$ cat src/rtl/fifo_pkg.sv
// fifo_pkg: shared width default and skid-buffer occupancy encoding for the async FIFO read path
package fifo_pkg;
  localparam int DEF_FIFO_WIDTH = 16;
  typedef enum logic [1:0] {S_EMPTY = 2'd0, S_ONE = 2'd1, S_TWO = 2'd2} state_t;
endpackage

$ cat src/rtl/fifo_drain_skid2.sv
// fifo_drain_skid2: 2-entry in-order buffer between FIFO pops and a valid/ready stream
module fifo_drain_skid2
  import fifo_pkg::*;
#(
  parameter int W = DEF_FIFO_WIDTH
) (
  input  logic         clk,
  input  logic         rst,
  input  logic         push,
  input  logic         pop,
  input  logic [W-1:0] din,
  output logic         m_valid,
  output logic         full,
  output logic [W-1:0] m_data
);
  state_t state_q, state_d;
  logic [W-1:0] head_q, head_d, tail_q, tail_d;
  always_comb begin
    state_d = state_q;
    head_d  = head_q;
    tail_d  = tail_q;
    unique case (state_q)
      S_EMPTY: if (push) begin
        state_d = S_ONE;
        head_d  = din;
      end
      S_ONE: if (push && pop) head_d = din;
        else if (push) begin
          state_d = S_TWO;
          tail_d  = din;
        end else if (pop) state_d = S_EMPTY;
      S_TWO: if (pop) begin
        state_d = S_ONE;
        head_d  = tail_q;
      end
      default: state_d = S_EMPTY;
    endcase
  end
  always_ff @(posedge clk) begin
    if (rst) begin
      state_q <= S_EMPTY;
      head_q  <= '0;
      tail_q  <= '0;
    end else begin
      state_q <= state_d;
      head_q  <= head_d;
      tail_q  <= tail_d;
    end
  end
  assign m_valid = state_q != S_EMPTY;
  assign full    = state_q == S_TWO;
  assign m_data  = head_q;
endmodule

$ cat src/rtl/fifo_read_drainer.sv
// fifo_read_drainer: pops the async FIFO read side and re-emits words as burst-framed valid/ready beats
module fifo_read_drainer
  import fifo_pkg::*;
#(
  parameter int FIFO_WIDTH = DEF_FIFO_WIDTH,
  parameter int BURST_LEN  = 4,
  parameter int CNT_WIDTH  = 16
) (
  input  logic                  rd_clk,
  input  logic                  rst,
  input  logic                  enable,
  input  logic                  fifo_empty,
  input  logic [FIFO_WIDTH-1:0] fifo_dout,
  output logic                  fifo_rd_en,
  output logic                  m_valid,
  input  logic                  m_ready,
  output logic [FIFO_WIDTH-1:0] m_data,
  output logic                  m_last,
  output logic [CNT_WIDTH-1:0]  beat_cnt
);
  localparam int PW = BURST_LEN > 1 ? $clog2(BURST_LEN) : 1;
  localparam logic [PW-1:0] POS_MAX = PW'(BURST_LEN - 1);
  logic full, pop;
  logic [PW-1:0] pos_q, pos_d;
  logic [CNT_WIDTH-1:0] beat_cnt_q, beat_cnt_d;
  // pop request sees only registered occupancy, so a full buffer never pushes even while draining
  assign fifo_rd_en = !rst && enable && !fifo_empty && !full;
  assign pop        = m_valid && m_ready;
  assign m_last     = m_valid && pos_q == POS_MAX;
  assign beat_cnt   = beat_cnt_q;
  fifo_drain_skid2 #(.W(FIFO_WIDTH)) u_skid (
    .clk    (rd_clk),
    .rst    (rst),
    .push   (fifo_rd_en),
    .pop    (pop),
    .din    (fifo_dout),
    .m_valid(m_valid),
    .full   (full),
    .m_data (m_data)
  );
  always_comb begin
    pos_d      = pop ? (pos_q == POS_MAX ? '0 : pos_q + PW'(1)) : pos_q;
    beat_cnt_d = beat_cnt_q + CNT_WIDTH'(pop);
  end
  always_ff @(posedge rd_clk) begin
    if (rst) begin
      pos_q      <= '0;
      beat_cnt_q <= '0;
    end else begin
      pos_q      <= pos_d;
      beat_cnt_q <= beat_cnt_d;
    end
  end
endmodule

$ cat config.mk
export PLATFORM = sky130hd
export DESIGN_NAME = fifo_read_drainer
export DESIGN_NICKNAME = d
export VERILOG_FILES = /design/src/rtl/fifo_pkg.sv /design/src/rtl/fifo_drain_skid2.sv /design/src/rtl/fifo_read_drainer.sv
export SDC_FILE = /design/constraint.sdc
export NUM_CORES = 1
export LEC_CHECK = 0
export ABC_AREA = 0
export BUFFER_PORTS_ARGS = -buffer_cell sky130_fd_sc_hd__buf_4
export CELL_PAD_IN_SITES_DETAIL_PLACEMENT = 0
export CELL_PAD_IN_SITES_GLOBAL_PLACEMENT = 1
export CORE_MARGIN = 3
export CORE_UTILIZATION = 35
export CTS_BUF_LIST = sky130_fd_sc_hd__clkbuf_4
export DETAILED_ROUTE_END_ITERATION = 16
export PLACE_DENSITY = 0.83
export SYNTH_ARGS = -nofsm -noshare
export SYNTH_HDL_FRONTEND = slang
export SYNTH_SLANG_ARGS = --single-unit
$ cat constraint.sdc
create_clock -name rd_clk -period 4.5 [get_ports rd_clk]
set_clock_uncertainty 0.2 [all_clocks]
set_input_delay 0.45 -clock rd_clk [delete_from_list [all_inputs] [get_ports rd_clk]]
set_output_delay 0.45 -clock rd_clk [all_outputs]
set_load 0.01 [all_outputs]
==> flow_metrics.env <==
export IMPL_antenna_found_initial=0
export IMPL_start_kind="flip-flop"
export IMPL_drtPass1Iterations=4
export IMPL_place_hpwl_um=3362
export IMPL_h_tree_depth=2
export IMPL_slew_headroom_pct=55.93
export IMPL_cp_arrival_ns=2.34
export IMPL_avgSynthCellArea_um2=8.985
export IMPL_clock_sinks=52
export IMPL_clk_insertion_delay_late_ns=0.35
export IMPL_end_kind="flip-flop"
export IMPL_synth_top_cell_by_area="dfxtp_1"
export IMPL_route_antenna_remaining_nets=0
export IMPL_layout_nets=323
export IMPL_ys_ff_latch=52
export IMPL_drc=0
export IMPL_die_h_um=86.75
export IMPL_max_freq_mhz=431.9
export IMPL_synth_edf_count=0
export IMPL_grt_ovfl_total=0
export IMPL_wl_per_cell_um=13.05
export IMPL_yosysSeqAreaShare_pct=45.61
export IMPL_synth_nets=278
export IMPL_cp_max_fo=10
export IMPL_floorplan_die_area_mm2=0.007526
export IMPL_whs_ns=0.1289
export IMPL_fp_dieW_um=86.75
export IMPL_cts_made_buffers=5
export IMPL_n_antenna_cell=0
export IMPL_io_buffers=55
export IMPL_synthCells=254
export IMPL_busiest_layer="met2"
export IMPL_initial_core_util_pct=37.22
export IMPL_p_per_area_mw_per_mm2=284.2
export IMPL_fp_row_count=28
export IMPL_hp_class="input port to flip-flop"
export IMPL_ctsHoldBuffers=0
export IMPL_drt_wl_total_um=4893
export IMPL_final_hold_viol_count=0
export IMPL_p_leak_nw=1.110
export IMPL_cts_root_buf="clkbuf_4"
export IMPL_ys_flop_type="dfxtp_1"
export IMPL_met3_usage_pct=3.422
export IMPL_vias_per_cell=4.933
export IMPL_track_usage_pct=13.31
export IMPL_setup_tns_ns=0
export IMPL_clk_pin_slew_worst_paths_ns=0.13
export IMPL_grt_pass1_vias=1730
export IMPL_postCtsResizedCells=0
export IMPL_io_pins=56
export IMPL_synth_top_area_share_pct=45.61
export IMPL_cts_setup_buffers=0
export IMPL_netlist_area_mm2=0.002282
export IMPL_drv_cap=0
export IMPL_rsz0062_at_grt="false"
export IMPL_grt_first_pass_wirelength_um=8135
export IMPL_tightest_slew_ns=0.6590
export IMPL_yosysWarnings=0
export IMPL_cts_tree="done"
export IMPL_setup_violations=0
export IMPL_core_area_mm2=0.006131
export IMPL_drive_above_1_share_pct=27.67
export IMPL_slew_viol_final=0
export IMPL_gp_congestion=0.7652
export IMPL_crit_type="flip-flop to flip-flop"
export IMPL_vias=1850
export IMPL_drtIter0Drc=101
export IMPL_peakVddDrop_mv=0.1539
export IMPL_grtUsageMet1_pct=17.50
export IMPL_netlist_top_cells_area="dfxtp_1 (46%), nor2_1 (8.1%), nand2_1 (6.4%)"
export IMPL_cp_required_ns=4.53
export IMPL_period_minus_slack_ns=2.315
export IMPL_use_met2_pct=21.63
export IMPL_synthArstFlopShare_pct=0
export IMPL_ys_types=36
export IMPL_fillers=611
export IMPL_grt_max_degree=56
export IMPL_syn_to_final_growth_pct=19.68
export IMPL_fin_crit_sh_pct=51.45
export IMPL_status="complete, no violations"
export IMPL_clockBufferDepth=2
-- placed cells by master, fill, tap and decap left out, types with 2 or more instances in the layout --
| cell | netlist | final |
|---|---|---|
| a21oi_1 | 9 | 9 |
| a21oi_2 | 11 | 11 |
| and2_1 | 3 | 3 |
| and4_1 | 3 | 3 |
| buf_4 | 4 | 55 |
| clkbuf_4 | 0 | 7 |
| dfxtp_1 | 52 | 52 |
| ha_1 | 3 | 3 |
| mux2i_1 | 3 | 3 |
| nand2_1 | 39 | 39 |
| nand2b_1 | 2 | 2 |
| nand3_1 | 7 | 7 |
| nand4_1 | 5 | 5 |
| nor2_1 | 49 | 49 |
| nor2b_1 | 5 | 5 |
| nor3_1 | 3 | 3 |
| nor4_1 | 2 | 2 |
| o21a_1 | 2 | 2 |
| o221a_1 | 10 | 10 |
| o221a_2 | 6 | 6 |
| xnor2_1 | 3 | 3 |
| xor2_1 | 8 | 8 |
-- state kept, by name (all words and copies together), names as in the netlist --
register        flops
beat_cnt           16
pos_q               2
u_skid.m_data      16
u_skid.state_q      2
u_skid.tail_q      16
-- per-layer routing --
| metal | part of all wire [%] | vias to the layer above |
|---|---|---|
| li1 | - | 966 |
| met1 | 47 | 824 |
| met2 | 46 | 55 |
| met3 | 6.8 | 5 |
| met4 | 0.84 | 0 |
| met5 | 0 | - |
-- Yosys cell counts, types with 4 or more instances --
master    instances
a21oi_1           9
a21oi_2          11
buf_2             4
buf_4             4
buf_6             4
clkbuf_1          5
dfxtp_1          52
nand2_1          39
nand3_1           7
nand4_1           5
nor2_1           49
nor2b_1           5
o221a_1          10
o221a_2           6
xor2_1            8
-- cells by family (layout without fill, tap and decap cells) --
| kind of cell | after synthesis | in the layout | share of synthesized area [%] |
|---|---|---|---|
| muxes | 4 | 4 | 1.809 |
| and+or+nand+nor | 124 | 124 | 25.16 |
| buffers and inverters | 18 | 64 | 5.153 |
| DFF | 52 | 52 | 45.61 |
| xor gates and xnor gates | 11 | 11 | 4.222 |
| AOI/OAI and AO/OA | 42 | 42 | 16.39 |
| adders and majority gates | 3 | 3 | 1.645 |
-- power breakdown --
group | internal [W] | total, W | switching, W
clock network | 0.0000725 | 0.000204 | 0.000132
logic | 0.0000449 | 0.0000872 | 0.0000423
registers | 0.000474 | 0.000485 | 0.0000106
total | 0.000592 | 0.000776 | 0.000185
-- path summary, 6_finish.rpt --
kind / startpoint / endpoint / slack (ns) / cells after the start
min reg2reg: u_skid.tail_q[7] / u_skid.tail_q[7] / 0.27 / 2
max: u_skid.state_q[1] / beat_cnt[14] / 2.18 / 8
min: m_ready / u_skid.state_q[1] / 0.13 / 2
max reg2reg: u_skid.state_q[1] / beat_cnt[14] / 2.18 / 8
-- worst max-delay path: stages (launching register included) --
cell and delay [ns]:
dfxtp_1 0.57, o21a_1 0.35, nand2_1 0.10, inv_1 0.06, ha_1 0.20, nand4_1 0.14
nor4_1 0.35, xnor2_1 0.16, nor2_1 0.05
-- metrics by stage --
stage	cells	setup WS, ns	cell area, um2	power [W]	utilization [%]
2_1_floorplan	254	2.368	2282	0.0005426	-
3_3_place_gp	367	2.159	2675	0.0005820	43.63
3_5_place_dp	367	2.140	2675	0.0005823	43.63
4_1_cts	375	2.165	2731	0.0007874	44.55
5_1_grt	375	2.004	2731	0.0008181	44.55
6_report	375	2.185	2731	0.0007764	44.55
-- cell type report --
type,count,area [um2],area share [%]
clock buffer,7,52.55,1.924
clock inverter,1,3.754,0.1374
inverter,1,3.754,0.1374
multi-input combinational,184,1124,41.14
sequential,52,1041,38.11
tap,75,93.84,3.436
timing repair buffer,55,412.9,15.12
Power figures use the tool's default switching activity.
